File: src/rtl/instruction_register.sv
// rtl/instruction_register.sv - 16-bit instruction register with sign-extended immediate and optional scan (IR_SCAN_EN)
module instruction_register (
  input  logic        Clock,
  input  logic        nReset,
  input  logic [15:0] SysBus,
  input  logic        IrWe,
  input  logic        ImmSel,
  input  logic        Test,
  input  logic        SDI,
  output logic [15:0] Ir,
  output logic [15:0] Imm
);

  logic [15:0] Ir_q;

`ifdef IR_SCAN_EN
  // Scan shift has priority over a bus load; Ir_q[15] feeds the next chain element
  always_ff @(posedge Clock or negedge nReset) begin
    if (!nReset) begin
      Ir_q <= 16'h0000;
    end else if (Test) begin
      Ir_q <= {Ir_q[14:0], SDI};
    end else if (IrWe) begin
      Ir_q <= SysBus;
    end
  end
`else
  // Scan path not built: Test and SDI are kept as ports only
  logic unused_scan;
  assign unused_scan = ^{Test, SDI};

  // Capture the instruction word from the bus when the control unit asks for it
  always_ff @(posedge Clock or negedge nReset) begin
    if (!nReset) begin
      Ir_q <= 16'h0000;
    end else if (IrWe) begin
      Ir_q <= SysBus;
    end
  end
`endif

  assign Ir = Ir_q;

  // Immediate is always sign-extended: short form from bits 4:0, long form from bits 7:0
  always_comb begin
    Imm = 16'h0000;
    if (ImmSel) begin
      Imm = {{11{Ir_q[4]}}, Ir_q[4:0]};
    end else begin
      Imm = {{8{Ir_q[7]}}, Ir_q[7:0]};
    end
  end

endmodule

File: config.mk
export PLATFORM = sky130hd
export DESIGN_NAME = instruction_register
export DESIGN_NICKNAME = d
export VERILOG_FILES = /design/src/rtl/instruction_register.sv
export SDC_FILE = /design/constraint.sdc
export NUM_CORES = 1
export LEC_CHECK = 0
export BUFFER_PORTS_ARGS = -buffer_cell sky130_fd_sc_hd__buf_2
export CAP_MARGIN = 25
export CORE_ASPECT_RATIO = 1.4
export CORE_MARGIN = 2
export CORE_UTILIZATION = 43
export DETAILED_ROUTE_END_ITERATION = 8
export PLACE_DENSITY = 0.86
export SLEW_MARGIN = 15
export SYNTH_ARGS = -nofsm -noshare
export SYNTH_HDL_FRONTEND = slang
export SYNTH_SLANG_ARGS = --single-unit
File: constraint.sdc
create_clock -name Clock -period 2.2 [get_ports Clock]
set_input_delay 0.44 -clock Clock [delete_from_list [all_inputs] [get_ports Clock]]
set_output_delay 0.44 -clock Clock [all_outputs]
set_load 0.05 [all_outputs]
==> flow_summary_export.csv, run 1 <==
group,metric,value,unit
cts,cts_max_level,1,
setup_path,crit_path_top_delay_cell,"dfrtp_1",
route,wl,1.26,mm
place,pre_cts_ws,0.591,ns
power_and_ir_drop,power_frac_seq,39.4,%
power_and_ir_drop,p_int,484,uW
min_path,hp-class,"primary input to asynchronous set/reset pin",
cts,cts_tree,"built",
setup_path,path_depth,2,
setup_path,critPathMaxFanout,9,
global_route,grt_pass1_vias,433,
setup_path,crit_arrival,1.25,ns
final_layout,design_area,955,um2
final_layout,fillers,140,
floorplan,die_area,2180,um2
power_and_ir_drop,power_density,909,nW/um2
synth,synthesis.area,781,um2
cts,path_clk_slew,0.08,ns
setup_path,path_delay_family,"flip-flops",
floorplan,start_util,45.0,%
sta,setup_ws,0.506,ns
final_layout,final_nets,113,
final_layout,drive_gt1_share,82.0,%
place,gp_congestion,0.673,
synth,synth.most_common_cell,"dfrtp_1",
floorplan,fp.dieH,54.4,um
synth,synthTopCellsByArea,"dfrtp_1 (51%), mux2_4 (19%), mux2_2 (13%), buf_4 (13%), buf_12 (2.6%)",
setup_path,crit_required,1.76,ns
route,firstDrtPassIters,2,
global_route,grt_remaining_overflow,0,
setup_path,end_kind,"output port",
cts,cts_sinks,16,
sta,slew_headroom,69.8,%
status,outcome,"completed",
synth,ys_seq_elements,16,
run,drv_cap,0,
power_and_ir_drop,comb_power_share,44.0,%
synth,synth_top_area_share,51.3,%
cts,ctsResizeCount,0,
sta,finalCritPeriodShare,77.0,%
synth,yosysSeqAreaShare,51.3,%
route,viasPerCell,4.68,
place,dpl-instance-area,932,um2
power_and_ir_drop,switching_share,44.1,%
sta,finalHoldViolations,0,
cts,cts_buffers,3,
synth,yosys_warnings,0,
synth,synth_ff_type,"dfrtp_1",
sta,holdWs,0.0628,ns
global_route,grt_pass1_wl,1.88,mm
place,numPortBuffers,51,
cts,ctsLongestPathBuffers,2,
setup_path,start_kind,"flip-flop",
setup_path,criticalPathCategory,"flip-flop to output port",
power_and_ir_drop,p_leak,0.000520,uW
place,dp_hpwl,949,um
synth,yosys-top-cells-count,"dfrtp_1 (16), buf_4 (13), mux2_4 (10)",
setup_path,crit_chain,"mux2_2 > buf_2",
sta,tns,0,ns
route,first_iter_violations,1,
power_and_ir_drop,p_switching,383,uW
global_route,antenna_found_initial,0,
cts,cts_root_buf,"clkbuf_4",
setup_path,worstRegToRegCells,1,
sta,worst-slew-pin-transition,0.453,ns
global_route,gr-usage-all-layers,13.3,%
final_layout,final_util,55.1,%
power_and_ir_drop,p_clk_share,16.5,%
floorplan,io_pins,54,
floorplan,die-width,40.0,um
setup_path,crit_buf_inv,1,
synth,synth_edf_count,0,
sta,finalSetupViolations,0,
setup_path,critPathMaxStageDelay,0.42,ns
synth,yosys.area.top_type,"dfrtp_1",
final_layout,largest_reg_flops,16,
setup_path,r2r_slack,1.39,ns
cts,clk_latency,0.27,ns
synth,ys_types,6,
final_layout,area_delta_synth_final,22.3,%
route,wl_per_cell,11.6,um
route,drc,0,
sta,drv_slew,0,
power_and_ir_drop,ir_worst_vdd,490,uV
sta,post-route-min-period,1.69,ns
cts,hold_buffers,0,
floorplan,fp-row-count,18,
cts,post_cts_buffers,0,
floorplan,coreArea,1730,um2
sta,rsz0062_at_grt,"no",
route,vias,510,
sta,max_clock_freq,0.590,GHz
synth,postSynthNetCount,72,
synth,netlist_instances,50,
sta,fin_skew,0,ns
global_route,grt_max_degree,17,
synth,syn_area_per_cell,15.6,um2
final_layout,antenna_cells,0,
route,ant_nets,0,
synth,synthArstFlopShare,100,%
==> power by group through the flow <==
stage	logic, uW	registers (uW)	clock network (uW)
2_1_floorplan	234	453	0
3_3_place_gp	382	346	0
3_5_place_dp	385	347	0
4_1_cts	385	343	152
5_1_grt	399	347	164
6_report	382	342	143
==> worst paths after layout <==
path	from	to
max	Ir[4]	Imm[10]
min	nReset	Ir[14]
max reg2reg	Ir[4]	Ir[4]
min reg2reg	Ir[10]	Ir[10]
max in group asynchronous	nReset	Ir[7]
min in group Clock	SysBus[13]	Ir[13]
==> per-stage QoR <==
step | std cells | total power [uW]
6_report | 109 | 867
5_1_grt | 109 | 910
4_1_cts | 109 | 879
3_5_place_dp | 106 | 732
3_3_place_gp | 106 | 728
2_1_floorplan | 50 | 686
==> final cells by class <==
class                           count  area, um2  share of cell area (%)
Sequential cell                    16        400                    41.9
Multi-Input combinational cell     19        251                    26.3
Tap cell                           20       25.0                    2.62
Timing Repair Buffer               51        255                    26.7
Clock buffer                        3       22.5                    2.36
==> metal layers <==
metal	wire length, um	global-route usage [%]	up-vias
met5	0	0	-
met4	6	8.62	0
met3	154	2.44	2
met2	597	20.2	40
met1	503	16.8	235
li1	-	-	233
==> cells by family (layout without fill, tap and decap cells) <==
kind of cell  after synthesis  count (layout)  synth area share (%)
mux                        19              19                  32.2
flops                      16              16                  51.3
buf+inv                    15              54                  16.5
==> cell usage in the layout, fill, tap and decap left out <==
master    Yosys  routed
mux2_2        9       9
buf_2         0      51
dfrtp_1      16      16
mux2_4       10      10
clkbuf_4      0       3
(Power assumes the default switching activity.)
==> run 2: changes to the inputs <==
Settings changed: ABC_AREA set to 1, CORE_UTILIZATION 43 to 36, PLACE_DENSITY 0.86 to 0.76.
Clock period 2.2 ns to 1.4 ns, I/O delays scaled along.
==> run 2 against run 1 <==
  * Via count increased by 36%
  * Non-clock buffer count rose by 3
  * Worst hold slack improved by 0.14 ns
  * Die area increased by 21%
  * Wire length is 32% higher
==> flow_summary_export.csv, run 2 <==
group,metric,value,unit
status,outcome,"completed",
floorplan,fp-row-count,20,
setup_path,start_kind,"flip-flop",
route,wl_met3,143,um
power_and_ir_drop,power_frac_seq,37.7,%
synth,synth_edf_count,0,
final_layout,area_delta_synth_final,38.4,%
cts,cts_sinks,16,
route,viasPerCell,4.52,
synth,ys_seq_elements,16,
power_and_ir_drop,p_switching,598,uW
final_layout,multi_input_area,283,um2
floorplan,coreArea,2150,um2
route,ant_nets,0,
setup_path,path_delay_family,"flip-flops",
cts,cts_root_buf,"clkbuf_4",
floorplan,fp.dieH,59.9,um
setup_path,crit_arrival,1.08,ns
global_route,grt_pass1_vias,607,
final_layout,mostFrequentLayoutCells,"buf_2 (40), nand2_1 (35), nand2_2 (17)",
power_and_ir_drop,ir_worst_vdd,772,uV
setup_path,crit_required,1.12,ns
final_layout,largest_reg_flops,16,
synth,synth.most_common_cell,"nand2_1",
place,gp_congestion,0.654,
synth,synthesis.area,805,um2
route,wl_per_cell,10.9,um
route,firstDrtPassIters,3,
synth,synthArstFlopShare,100,%
sta,finalSetupViolations,0,
final_layout,seq_area,403,um2
synth,muxShareOfSynthArea,0,%
power_and_ir_drop,p_int,824,uW
cts,clk_latency,0.27,ns
power_and_ir_drop,comb_power_share,41.8,%
route,drt-met1-wl,596,um
final_layout,final_common_cell,"buf_2",
synth,synthTopCellsByArea,"dfrtp_1 (50%), nand2_1 (18%), nand2_2 (13%), buf_4 (12%), buf_6 (2.8%)",
place,dp_hpwl,1.22,mm
floorplan,die-width,44.0,um
setup_path,crit_path_top_delay_cell,"dfrtp_2",
global_route,grt_max_degree,18,
route,met2_length,916,um
route,top_layer,"met4",
final_layout,final_nets,155,
place,numPortBuffers,51,
setup_path,critPathMaxStageDelay,0.45,ns
global_route,grt_remaining_overflow,0,
setup_path,crit_buf_inv,1,
final_layout,antenna_cells,0,
sta,post-route-min-period,1.36,ns
route,wl,1.67,mm
cts,cts_max_level,1,
setup_path,crit_chain,"nand2_4 > nand2_1 > buf_4",
min_path,hp-class,"primary input to flip-flop",
synth,synthAdderAreaFrac,0,%
synth,ys_types,8,
global_route,gr-usage-all-layers,13.0,%
setup_path,criticalPathCategory,"flip-flop to output port",
power_and_ir_drop,switching_share,42.0,%
setup_path,critPathMaxFanout,4,
sta,finalCritPeriodShare,97.2,%
synth,synth_xor_area_share,0,%
sta,max_clock_freq,0.735,GHz
sta,drv_slew,0,
synth,yosys-top-cells-count,"nand2_1 (38), nand2_2 (17), dfrtp_1 (16)",
cts,cts_tree,"built",
route,drc,0,
synth,synth_compound_area_share,0,%
final_layout,drive_gt1_share,61.4,%
power_and_ir_drop,p_clk_share,20.5,%
synth,synth_top_family_by_area,"simple AND/OR/NAND/NOR gates",
sta,tns,0,ns
sta,finalHoldViolations,0,
route,vias,696,
sta,fin_skew,0,ns
setup_path,end_kind,"output port",
synth,syn_area_per_cell,9.04,um2
place,dp.cells,146,
final_layout,stdcell_count,154,
cts,ctsLongestPathBuffers,2,
synth,yosys_warnings,0,
power_and_ir_drop,p_leak,0.000655,uW
synth,yosys.area.top_type,"dfrtp_1",
floorplan,io_pins,54,
floorplan,die_area,2630,um2
cts,path_clk_slew,0.09,ns
synth,yosysSeqAreaShare,49.8,%
floorplan,start_util,37.4,%
synth,synth_ff_type,"dfrtp_1",
global_route,grt_pass1_wl,2.47,mm
synth,synth-simple-area-share,30.9,%
sta,slew_headroom,75.7,%
final_layout,fillers,207,
global_route,antenna_found_initial,0,
synth,postSynthNetCount,111,
route,first_iter_violations,5,
run,drv_cap,0,
sta,worst-slew-pin-transition,0.364,ns
power_and_ir_drop,power_density,1280,nW/um2
setup_path,r2r_slack,0.62,ns
synth,synth_top_area_share,49.8,%
synth,netlist_instances,89,
cts,cts_buffers,3,
run 2: cell types whose count changed after synthesis:
cell and change:
inv_8 +1, mux2_4 -10, inv_1 +1, nand2_1 +38, buf_6 +1, nand2_2 +17, mux2_2 -9
run 2: worst paths after layout:
path / startpoint / to / depth (start not counted)
max in group asynchronous: nReset / Ir[4] / 2
worst min-delay path: SysBus[5] / Ir[5] / 3
worst min register to register: Ir[14] / Ir[14] / 2
min in group asynchronous: nReset / Ir[10] / 2
worst max-delay path: Ir[4] / Imm[6] / 3
worst max register to register: Ir[4] / Ir[4] / 3
run 2: what timing repair did:
action / in CTS / in global routing
setup endpoints to repair: 11 / 11
hold buffers: 1 / 0
gates cloned: 0 / 1
hold endpoints to repair: 16 / 0
buffers inserted: 0 / 2
pin swaps: 0 / 1
gates resized for setup: 10 / 19
run 2: power by group through the flow:
stage	sequential, uW	combinational (uW)	clock [uW]
floorplan	689	313	0
global placement	541	522	0
detailed placement	543	530	0
global route	542	624	334
CTS	536	550	307
finish	536	594	291
run 2: through the flow:
| stage | setup slack, ns | utilization [%] | area (um2) | hold slack, ns | power, uW |
|---|---|---|---|---|---|
| detailed placement | 0.192 | 44.5 | 957 | 0.210 | 1070 |
| floorplan | -0.0232 | - | 815 | -0.0156 | 1000 |
| global placement | 0.210 | 44.5 | 957 | 0.201 | 1060 |
| global route | -0.0203 | 51.7 | 1110 | 0.186 | 1500 |
| CTS | 0.00287 | 47.8 | 1030 | 0.187 | 1390 |
| finish | 0.0394 | 51.7 | 1110 | 0.200 | 1420 |
run 2: area by class of cell:
class / instances / area share [%]
Multi-Input combinational cell: 56 / 25.4
Timing Repair Buffer: 54 / 31.3
Inverter: 2 / 1.35
Tap cell: 22 / 2.47
Clock buffer: 4 / 3.26
Sequential cell: 16 / 36.2
run 2: per-layer routing:
layer  global-route usage (%)  up-vias
met3                     1.51        2
met4                     7.79        0
met1                     13.6      315
met2                     23.9       38
li1                         -      341
met5                        0        -
run 2: worst register-to-register path: stages, from the launching register on:
cell and delay (ns):
dfrtp_2 0.45, buf_4 0.14, nand2_2 0.06, nand2_2 0.04
run 2: cells by family (layout without fill, tap and decap cells):
kind of cell | count (synthesis) | in the layout
and+or+nand+nor | 55 | 56
buffers and inverters | 18 | 60
DFF | 16 | 16
==> run 3: changes to the inputs <==
Settings changed: CORE_MARGIN 2 to 3, RECOVER_POWER set to 50, SKIP_CTS_REPAIR_TIMING set to 1.
==> run 3 against run 2 <==
  * Non-clock buffer count did not move
  * Register-to-register slack barely moved
  * Sequential share of layout area rose by 1.2 points
  * Count of clock-buffer cells in the layout did not move
  * Fmax fell by 1.1%
  * Critical path type unchanged
==> flow_summary_export.csv, run 3 (same netlist as run 2, synthesis figures left out) <==
group,metric,value,unit
sta,rsz0062_at_grt,"yes",
final_layout,multi_input_area,258,um2
final_layout,final_nets,155,
power_and_ir_drop,switching_share,42.4,%
setup_path,end_kind,"output port",
route,viasPerCell,4.51,
route,wl,1.75,mm
global_route,grt_pass1_vias,610,
route,wl_per_cell,11.5,um
power_and_ir_drop,p_clk_share,21.1,%
setup_path,criticalPathCategory,"flip-flop to output port",
global_route,antenna_found_initial,0,
cts,cts_root_buf,"clkbuf_4",
route,firstDrtPassIters,4,
final_layout,drive_gt1_share,55.3,%
setup_path,crit_arrival,1.10,ns
floorplan,die_area,2850,um2
cts,cts_tree,"built",
power_and_ir_drop,total_power,1410,uW
floorplan,io_pins,54,
power_and_ir_drop,power_density,1310,nW/um2
route,drc,0,
setup_path,crit_required,1.12,ns
sta,max_clock_freq,0.727,GHz
sta,slew_headroom,41.0,%
power_and_ir_drop,p_switching,599,uW
global_route,grt_remaining_overflow,0,
sta,finalSetupViolations,0,
power_and_ir_drop,ir_worst_vdd,737,uV
setup_path,crit_path_top_delay_cell,"dfrtp_2",
sta,post-route-min-period,1.38,ns
final_layout,antenna_cells,0,
run,drv_cap,0,
cts,cts_max_level,1,
floorplan,coreArea,2040,um2
place,numPortBuffers,51,
floorplan,fp.dieH,61.9,um
global_route,gr-usage-all-layers,12.1,%
route,vias,690,
cts,clk_latency,0.28,ns
floorplan,start_util,39.4,%
global_route,grt_pass1_wl,2.50,mm
final_layout,final_common_cell,"nand2_1",
floorplan,die-width,46.0,um
setup_path,critPathMaxFanout,4,
sta,finalHoldViolations,0,
power_and_ir_drop,power_frac_seq,37.7,%
status,outcome,"completed",
final_layout,area_delta_synth_final,33.9,%
setup_path,crit_chain,"nand2_4 > nand2_2 > buf_6",
sta,worst-slew-pin-transition,0.884,ns
final_layout,seq_area,403,um2
power_and_ir_drop,p_int,814,uW
setup_path,crit_buf_inv,1,
cts,path_clk_slew,0.09,ns
floorplan,fp-row-count,19,
cts,cts_sinks,16,
place,gp_congestion,0.654,
cts,ctsLongestPathBuffers,2,
power_and_ir_drop,p_leak,0.000637,uW
setup_path,start_kind,"flip-flop",
sta,finalCritPeriodShare,98.2,%
route,first_iter_violations,6,
sta,drv_slew,0,
setup_path,critPathMaxStageDelay,0.44,ns
sta,fin_skew,0,ns
final_layout,mostFrequentLayoutCells,"nand2_1 (41), buf_2 (38), dfrtp_1 (14)",
min_path,hp-class,"primary input to flip-flop",
place,dp_hpwl,1.21,mm
power_and_ir_drop,comb_power_share,41.2,%
global_route,grt_max_degree,18,
final_layout,largest_reg_flops,16,
route,ant_nets,0,
cts,cts_buffers,3,
sta,holdWs,0.197,ns
setup_path,path_delay_family,"flip-flops",
final_layout,fillers,190,
## run 3: worst paths after layout
| path | start | to | slack (ns) | cells past startpoint |
|---|---|---|---|---|
| max | Ir[4] | Imm[10] | 0.02 | 3 |
| min | SysBus[15] | Ir[15] | 0.20 | 3 |
| min in group asynchronous | nReset | Ir[15] | 0.62 | 2 |
| max in group asynchronous | nReset | Ir[4] | 0.19 | 2 |
| min reg2reg | Ir[8] | Ir[8] | 0.48 | 2 |
| max reg2reg | Ir[4] | Ir[4] | 0.62 | 3 |
## run 3: metal layers
metal | wire length, um | track usage [%] | vias up
met5 | 0 | 0 | -
met1 | 624 | 13.8 | 308
met2 | 923 | 20.9 | 40
li1 | - | - | 338
met4 | 25 | 7.32 | 0
met3 | 179 | 1.73 | 4
## run 3: area by class of cell
type                    instances  area share [%]
well taps                      21            2.44
inverters                       2            1.39
multi-input cells              56            23.9
repair buffers                 54            31.5
flip-flops and latches         16            37.4
clock buffers                   4            3.37
## run 3: worst register-to-register path, delay by kind of cell (launching register included)
kind	cells	cell delay, ns
buffers and inverters	1	0.14
flip-flops	1	0.44
AND/OR/NAND/NOR	2	0.10
## run 3: per-stage QoR
step | utilization (%) | cell area, um2 | setup slack (ns) | std cells | TNS, ns
after detailed placement | 46.8 | 956 | 0.193 | 145 | 0
after floorplan | - | 815 | -0.0232 | 89 | -0.185
after global placement | 46.8 | 956 | 0.207 | 145 | 0
final | 52.7 | 1080 | 0.0246 | 153 | 0
after global routing | 52.7 | 1080 | -0.0302 | 153 | -0.163
after CTS | 48.5 | 992 | -0.0740 | 149 | -0.720
## run 3: power by group through the flow
stage | Sequential, uW | Clock [uW] | Combinational (uW)
finish | 532 | 298 | 582
global route | 539 | 340 | 614
CTS | 534 | 314 | 530
detailed placement | 542 | 0 | 530
global placement | 541 | 0 | 525
floorplan | 689 | 0 | 313
